--- src/rtl/mdu_ctrl_if.sv ---
// Multiplier-side bus between mdu_ctrl (master) and the pipelined multiplier.
// The controller drives operands/enable; the multiplier returns product/ready.
interface mdu_ctrl_if;
  logic        mul_ena;
  logic        mul_signed;
  logic [31:0] mul_a;
  logic [31:0] mul_b;
  logic [63:0] mul_res;
  logic        mul_ready;

  modport master (
    output mul_ena, mul_signed, mul_a, mul_b,
    input  mul_res, mul_ready
  );

  modport slave (
    input  mul_ena, mul_signed, mul_a, mul_b,
    output mul_res, mul_ready
  );
endinterface

--- src/rtl/mdu_ctrl.sv ---
// EX-stage multiply controller feeding mul_ip and owning HI/LO.
// Define MDU_ACC_EN to add MADD/MADDU/MSUB/MSUBU accumulation.
module mdu_ctrl #(
  parameter logic [31:0] HI_RST = 32'h0000_0000,
  parameter logic [31:0] LO_RST = 32'h0000_0000
) (
  input  logic        clk,
  input  logic        rst,
  input  logic        ex_valid,
  input  logic [3:0]  op,
  input  logic [31:0] src_a,
  input  logic [31:0] src_b,
  input  logic        stall_in,
  input  logic        flush,
  mdu_ctrl_if.master  mul,
  output logic        stall_out,
  output logic [31:0] hi,
  output logic [31:0] lo,
  output logic        busy
);

  typedef enum logic [1:0] {
    IDLE,
    RUN,
    DONE
  } state_t;

  state_t state;
  logic   is_mul;
  logic   is_sgn;
  logic   start;
  logic   mt_ok;
  logic   first;

`ifdef MDU_ACC_EN
  logic        is_acc;
  logic        is_sub;
  logic        acc_q;
  logic        sub_q;
  logic [63:0] acc_sum;
`endif

  always_comb begin
    is_mul = 1'b0;
    is_sgn = 1'b0;
`ifdef MDU_ACC_EN
    is_acc = 1'b0;
    is_sub = 1'b0;
`endif
    unique case (op)
      4'h1: begin
        is_mul = 1'b1;
        is_sgn = 1'b1;
      end
      4'h2: is_mul = 1'b1;
`ifdef MDU_ACC_EN
      4'h5: begin
        is_mul = 1'b1;
        is_sgn = 1'b1;
        is_acc = 1'b1;
      end
      4'h6: begin
        is_mul = 1'b1;
        is_acc = 1'b1;
      end
      4'h7: begin
        is_mul = 1'b1;
        is_sgn = 1'b1;
        is_acc = 1'b1;
        is_sub = 1'b1;
      end
      4'h8: begin
        is_mul = 1'b1;
        is_acc = 1'b1;
        is_sub = 1'b1;
      end
`endif
      default: ;
    endcase
  end

  assign start = ex_valid & ~flush & is_mul;
  assign mt_ok = (state == IDLE) & ex_valid
               & ~stall_in & ~flush;
  assign stall_out = ((state == IDLE) & start)
                   | (state == RUN);
  assign busy = (state != IDLE);

`ifdef MDU_ACC_EN
  assign acc_sum = sub_q ? {hi, lo} - mul.mul_res
                         : {hi, lo} + mul.mul_res;
`endif

  always_ff @(posedge clk) begin
    if (rst) begin
      state          <= IDLE;
      hi             <= HI_RST;
      lo             <= LO_RST;
      mul.mul_ena    <= 1'b0;
      mul.mul_signed <= 1'b0;
      mul.mul_a      <= 32'h0;
      mul.mul_b      <= 32'h0;
      first          <= 1'b0;
`ifdef MDU_ACC_EN
      acc_q          <= 1'b0;
      sub_q          <= 1'b0;
`endif
    end else begin
      unique case (state)
        IDLE: begin
          if (start) begin
            mul.mul_a      <= src_a;
            mul.mul_b      <= src_b;
            mul.mul_signed <= is_sgn;
            mul.mul_ena    <= 1'b1;
            first          <= 1'b1;
            state          <= RUN;
`ifdef MDU_ACC_EN
            acc_q          <= is_acc;
            sub_q          <= is_sub;
`endif
          end else if (mt_ok && op == 4'h3) begin
            hi <= src_a;
          end else if (mt_ok && op == 4'h4) begin
            lo <= src_a;
          end
        end
        RUN: begin
          first <= 1'b0;
          // the first RUN cycle can only carry a stale ready
          if (flush) begin
            mul.mul_ena <= 1'b0;
            state       <= IDLE;
          end else if (mul.mul_ready && !first) begin
`ifdef MDU_ACC_EN
            {hi, lo} <= acc_q ? acc_sum : mul.mul_res;
`else
            {hi, lo} <= mul.mul_res;
`endif
            mul.mul_ena <= 1'b0;
            state       <= DONE;
          end
        end
        DONE: begin
          if (!stall_in) state <= IDLE;
        end
        default: state <= IDLE;
      endcase
    end
  end

endmodule

--- src/flat_wrapper.sv ---
// flat-port wrapper written by rule: the top's interface ports become plain ports
module mdu_ctrl_flat 
#(
  parameter logic [31:0] HI_RST = 32'h0000_0000,
  parameter logic [31:0] LO_RST = 32'h0000_0000
)
  (clk, rst, ex_valid, op, src_a, src_b, stall_in, flush, stall_out, hi, lo, busy, mul_mul_ena, mul_mul_signed, mul_mul_a, mul_mul_b, mul_mul_res, mul_mul_ready);
  mdu_ctrl_if mul_i ();
  input  logic clk;
  input  logic rst;
  input  logic ex_valid;
  input  logic [3:0] op;
  input  logic [31:0] src_a;
  input  logic [31:0] src_b;
  input  logic stall_in;
  input  logic flush;
  output logic stall_out;
  output logic [31:0] hi;
  output logic [31:0] lo;
  output logic busy;
  output wire logic [$bits(mul_i.mul_ena)-1:0] mul_mul_ena;
  output wire logic [$bits(mul_i.mul_signed)-1:0] mul_mul_signed;
  output wire logic [$bits(mul_i.mul_a)-1:0] mul_mul_a;
  output wire logic [$bits(mul_i.mul_b)-1:0] mul_mul_b;
  input wire logic [$bits(mul_i.mul_res)-1:0] mul_mul_res;
  input wire logic [$bits(mul_i.mul_ready)-1:0] mul_mul_ready;
  assign mul_mul_ena = mul_i.mul_ena;
  assign mul_mul_signed = mul_i.mul_signed;
  assign mul_mul_a = mul_i.mul_a;
  assign mul_mul_b = mul_i.mul_b;
  assign mul_i.mul_res = mul_mul_res;
  assign mul_i.mul_ready = mul_mul_ready;
  mdu_ctrl #(.HI_RST(HI_RST), .LO_RST(LO_RST)) u_core (.clk(clk), .rst(rst), .ex_valid(ex_valid), .op(op), .src_a(src_a), .src_b(src_b), .stall_in(stall_in), .flush(flush), .mul(mul_i), .stall_out(stall_out), .hi(hi), .lo(lo), .busy(busy));
endmodule
--- config.mk ---
export PLATFORM = sky130hd
export DESIGN_NAME = mdu_ctrl_flat
export DESIGN_NICKNAME = d
export VERILOG_FILES = /design/src/rtl/mdu_ctrl_if.sv /design/src/rtl/mdu_ctrl.sv /design/src/flat_wrapper.sv
export SDC_FILE = /design/constraint.sdc
export NUM_CORES = 1
export LEC_CHECK = 0
export CORE_MARGIN = 8
export CORE_UTILIZATION = 40
export CTS_CLUSTER_DIAMETER = 80
export DETAILED_ROUTE_END_ITERATION = 12
export PLACE_DENSITY = 0.84
export SLEW_MARGIN = 20
export SYNTH_ARGS = -nofsm -noshare
export SYNTH_HDL_FRONTEND = slang
export SYNTH_SLANG_ARGS = --single-unit
--- constraint.sdc ---
create_clock -name clk -period 3.1 [get_ports clk]
set_input_delay 0.775 -clock clk [delete_from_list [all_inputs] [get_ports clk]]
set_output_delay 0.775 -clock clk [all_outputs]
set_load 0.01 [all_outputs]
==> Word-level counts from Yosys, hierarchy flattened <==
Cells that the tools add are included.
{ "classes": {"n_reduce_logical": 14, "n_eq_ne": 15, "bitwise_logic": 9, "mux": 23} }
{ "op_table": {"columns": ["cell", "n"], "rows": [
  ["$mux W32", 9],
  ["$pmux W32 S2", 2],
  ["$ne A2 B2 Y1 const B", 7],
  ["$eq A4 B2 Y1 const B", 2],
  ["$mux W2", 4],
  ["$and A1 B1 Y1", 6],
  ["$pmux W2 S3", 1],
  ["$reduce_and A3 Y1", 2],
  ["$reduce_and A6 Y1", 1],
  ["$mux W1", 5],
  ["$reduce_and A5 Y1", 1],
  ["$eq A4 B1 Y1 const B", 1],
  ["$eq A4 B3 Y1 const B", 1],
  ["$pmux W1 S2", 2],
  ["$reduce_and A2 Y1", 2],
  ["$reduce_bool A2 Y1", 2],
  ["$logic_and A1 B1 Y1", 3],
  ["$ne A3 B3 Y1 const B", 1],
  ["$eq A2 B1 Y1 const B", 1],
  ["$eq A2 B2 Y1 const B", 1],
  ["$logic_not A2 Y1", 1],
  ["$ne A2 B1 Y1 const B", 1],
  ["$not A1 Y1", 2],
  ["$reduce_or A2 Y1", 1],
  ["2 further kinds", 2]
]} }
{ "totals": {"ff_bits": 133, "output_inout_bits": 132, "inputBits": 138, "wordCells": 69} }

==> Logic depth before layout (Yosys ltp) <==
{ "logic_depth": {"depth_word": 9, "depth_mapped": 8, "ltp_nobuf": 4} }

==> Least setup slack after synthesis <==
OpenSTA, ideal clock, no wires.
{ "synth_path": {"path_type": "in2out", "startpoint": "in flush", "endpoint": "out stall_out", "required_time_ns": 2.325, "t_arrival_ns": 2.116, "slack_ns": 0.209, "path_stages": 5, "n_path_buf": 2, "path_cell_list": "or4b_4 -> or3_1 -> clkbuf_1 -> clkbuf_1 -> nand2_1"} }
{ "synth_between": {"elab_chain_len": 5} }
{ "synth_rtl": {"columns": ["element", "line", "text"], "rows": [
  ["start, declared", "flat_wrapper.sv:16", "input logic flush;"],
  ["$not A1 Y1", "mdu_ctrl.sv:82", "assign start = ex_valid & ~flush & is_mul;"],
  ["$and A1 B1 Y1 (2 in series)", "mdu_ctrl.sv:82", null],
  ["$and A1 B1 Y1", "mdu_ctrl.sv:85", "assign stall_out = ((state == IDLE) & start)"],
  ["$or A1 B1 Y1", "mdu_ctrl.sv:86", "| (state == RUN);"],
  ["end, declared", "flat_wrapper.sv:17", "output logic stall_out;"]
]} }
No other way between the ends.

==> Final worst setup path <==
{ "layout_path": {"startpoint": "in op[2]", "endpoint": "out stall_out"} }
{ "layout_between": {"elab_chain_len": 6, "word_cells_on_any_way": 7, "cone_classes": "eq/ne (2); mux (1); bitwise (3); reduce/logical (1)"} }
{ "layout_rtl": {"columns": ["element", "line", "text"], "rows": [
  ["start, declared", "flat_wrapper.sv:12", "input logic [3:0] op;"],
  ["$eq A4 B2 Y1 or $eq A4 B1 Y1 (tied branches)", "mdu_ctrl.sv:50", "unique case (op)"],
  ["$reduce_or A2 Y1 (no source line) *", null, null],
  ["$mux W1 *", "mdu_ctrl.sv:50", null],
  ["$and A1 B1 Y1 *", "mdu_ctrl.sv:82", null],
  ["$and A1 B1 Y1 *", "mdu_ctrl.sv:85", null],
  ["$or A1 B1 Y1 *", "mdu_ctrl.sv:86", null]
]} }
Every way passes the cells marked *; elsewhere a longest branch is shown, timed or not.

==> metrics.log <==
[metrics] hold path depth: 2
[metrics] via count of the first global-routing pass: 5691
[metrics] IR drop worst, VDD: 0.336 mV
[metrics] upper clock frequency limit: 0.329 GHz
[metrics] area occupied by registers: 2660 µm²
[metrics] origin of the worst min-delay path: u_core.mul.mul_b[18]
[metrics] clock buffers created by TritonCTS: 17
[metrics] clock transition at the registers of the reported paths: 0.06 ns
[metrics] cell count of the worst reg-to-reg path: 5
[metrics] horizontal die dimension: 137 µm
[metrics] later-pin clock latency in the skew report: 0.41 ns
[metrics] starting density of the core: 0.406
[metrics] required time reported for the critical path endpoint: 2.32 ns
[metrics] vertical extent of the die: 137 µm
[metrics] Synth-to-Final Area Change: 60.8%
[metrics] count of buffers added by post-CTS timing repair for setup: 0
[metrics] global-route total usage across every layer: 0.219
[metrics] met3 track utilization from global routing: 0.0653
[metrics] filler cell count: 1192
[metrics] row count: 44
[metrics] initial antenna violation count: 0
[metrics] FF-to-FF Start: u_core.state[1]
[metrics] via density per instance: 5.21
[metrics] number of max-slew violations in the final report: 0
[metrics] most frequent standard cell in the layout excluding fill and tap cells: sky130_fd_sc_hd__clkdlybuf4s50_1
[metrics] fin crit share: 0.981
[metrics] HPWL reported at the end of detailed placement: 15.2 mm
[metrics] met2 capacity usage during global routing: 0.356
[metrics] Max Clock Skew: 0.00981 ns
[metrics] number of enable flip-flop cells after synthesis: 0
[metrics] minimum period implied by the final worst setup slack: 3.04 ns
[metrics] detailed router's first-iteration violation count: 327
[metrics] floorplan die area: 18800 µm²
[metrics] Final Hold Violating Endpoints: 0
[metrics] H-tree levels: 4
[metrics] number of distinct library cell variants in the gate-level netlist after synthesis: 26
[metrics] # placed instances: 1089
[metrics] number of nets with antenna violations after detailed routing: 0
[metrics] Hold/Removal Path Class: reg2reg
[metrics] Async S/R FF share, synth: 0
[metrics] Register-to-Register Setup Slack: 1.13 ns
[metrics] number of non-filler instances in the completed layout: 1120
[metrics] placeable core region: 14500 µm²
[metrics] standard cell area after detailed placement: 8810 µm²
[metrics] buffers from clock root to sink, at most: 2
[metrics] number of nets in the synthesized netlist: 813
[metrics] commonest non-fill, non-tap cells in the layout: sky130_fd_sc_hd__clkdlybuf4s50_1 (264), sky130_fd_sc_hd__dfxtp_1 (133), sky130_fd_sc_hd__nand2_1 (131)
[metrics] global placer's final weighted congestion: 0.846
[metrics] fraction of layout cells with a size suffix above 1: 0.139
[metrics] terminating pin of the worst hold path: u_core.mul.mul_b[18]
[metrics] transition time of the tightest slew-check pin: 0.746 ns
[metrics] share of synthesized area occupied by flip-flops and latches: 0.452
[metrics] number of register bits inferred by synthesis: 133
[metrics] nets@finish: 1062
[metrics] predominant post-synthesis flop cell: sky130_fd_sc_hd__dfxtp_1
[metrics] total area of multi-input combinational cells: 2730 µm²
[metrics] Crit Reg-Reg Endpoint: u_core.lo[6]
[metrics] detailed-route wire length per cell: 19.3 µm
[metrics] Most Crowded Layer GR: met2
[metrics] Post-Synthesis Cell Area: 5880 µm²
[metrics] Crit. End Element: primary output
[metrics] Cells after Synth: 675
[metrics] post-detailed-route DRC marker count: 0
[metrics] root buffer cell: sky130_fd_sc_hd__clkbuf_16
[metrics] worst setup path category: in2out
[metrics] maximum fanout encountered on the critical timing path: 2
[metrics] total number of vias: 5839
[metrics] count of synthesis-stage warnings from yosys: 0
[metrics] met1 routing resource usage after global routing: 0.270
[metrics] port buffer count: 269
[metrics] pin count of the biggest net entering global routing: 134
[metrics] final hold slack: 0.452 ns
[metrics] number of iterations in the first detailed-routing pass: 5
[metrics] maximum capacitance violations: 0
[metrics] run status: finished clean
[metrics] setup repair after global routing missed its margin: no
[metrics] final setup violation count: 0
[metrics] first-pass GRT wire length: 31.9 mm
[metrics] Congestion Overflow GR: 0
[metrics] share of the core filled with cells in the final layout: 0.654
[metrics] areal power density over the cells: 475 nW/µm²
[metrics] Pleak: 3.09 nW
[metrics] number of top-level pins: 270
[metrics] startpoint kind of the worst setup timing path: input port
[metrics] total routed wirelength: 21.6 mm
[metrics] Sum Neg Setup Slack: 0 ns
[metrics] relative slew slack: 0.503
[metrics] final non-filler cell area: 9460 µm²
[metrics] Syn Area/Cell: 8.72 µm²
[metrics] TritonCTS sink count: 133
[metrics] clock tree from TritonCTS: yes
[metrics] critical path data arrival time: 2.27 ns
[metrics] final antenna diode count: 0
## stage by stage
step / setup slack (ns) / power (W)
floorplan: 0.209 / 0.00197
global placement: -0.537 / 0.00229
detailed placement: -0.518 / 0.00230
CTS: 0.0333 / 0.00453
global route: 0.0130 / 0.00465
finish: 0.0583 / 0.00450
## metal layers
metal  share of wire  vias to the layer above
met2            0.48                      222
met1            0.41                     2760
met4           0.017                        0
met3           0.091                       24
li1                -                     2833
met5               0                        -
## final cells by class
type / count / share of cell area
clock buffer: 20 / 0.0483
clock inverter: 11 / 0.0210
inverter: 64 / 0.0254
multi-input combinational: 414 / 0.288
sequential: 133 / 0.281
tap: 184 / 0.0243
timing repair buffer: 294 / 0.311
## kinds of logic after synthesis
group / count (synthesis) / synth area share
compound gates: 203 / 0.229
simple gates: 146 / 0.101
flops: 133 / 0.452
buf+inv: 128 / 0.0929
mux: 64 / 0.122
xor+xnor: 1 / 0.00149
## cells in the mapped netlist, drive strengths merged (2+ instances only)
cell type | instances | area (µm²)
clkbuf | 42 | 158
buf | 22 | 149
inv | 64 | 240
nand2 | 131 | 492
nor2b | 2 | 12.5
a21o | 2 | 15.0
nand2b | 2 | 12.5
a21oi | 70 | 350
mux2 | 64 | 721
or3 | 2 | 12.5
nand3b | 2 | 15.0
a211oi | 128 | 961
nor3b | 2 | 15.0
dfxtp | 133 | 2660
## state kept, by name (all words and copies together) (netlist names)
signal / flops
u_core.hi: 32
u_core.mul.mul_b: 32
u_core.mul.mul_a: 32
u_core.first: 1
u_core.mul.mul_ena: 1
u_core.mul.mul_signed: 1
u_core.state: 2
u_core.lo: 32
## worst max-delay path, cell delays in order
cell                              delay [ns]
sky130_fd_sc_hd__clkdlybuf4s50_1        0.43
sky130_fd_sc_hd__or4b_4                 0.49
sky130_fd_sc_hd__or3_4                  0.38
sky130_fd_sc_hd__nand2_1                0.07
sky130_fd_sc_hd__buf_2                  0.12
## power breakdown
part           total [W]  internal, W  leakage, nW  switching [W]
logic           0.000497     0.000296         1.71       0.000201
clock network    0.00224      0.00147        0.309       0.000766
registers        0.00176      0.00175         1.07      0.0000179
total            0.00450      0.00351         3.09       0.000985
## worst max-delay path by stage
stage              from         to  slack [ns]  depth (start not counted)
2_1_floorplan     flush  stall_out        0.21                          5
3_3_place_gp      flush  stall_out       -0.54                          5
3_5_place_dp      flush  stall_out       -0.52                          5
4_1_cts        ex_valid  stall_out        0.03                          5
5_1_grt           op[2]  stall_out        0.01                          5
6_report          op[2]  stall_out        0.06                          5
## repair_timing
| action | CTS | global route |
|---|---|---|
| endpoints found under the setup margin | 1 | 1 |
| gates cloned | 0 | 0 |
| endpoints found under the hold margin | 0 | 0 |
| hold buffers | 0 | 0 |
| gates resized for setup | 7 | 1 |
(Power assumes the default switching activity.)
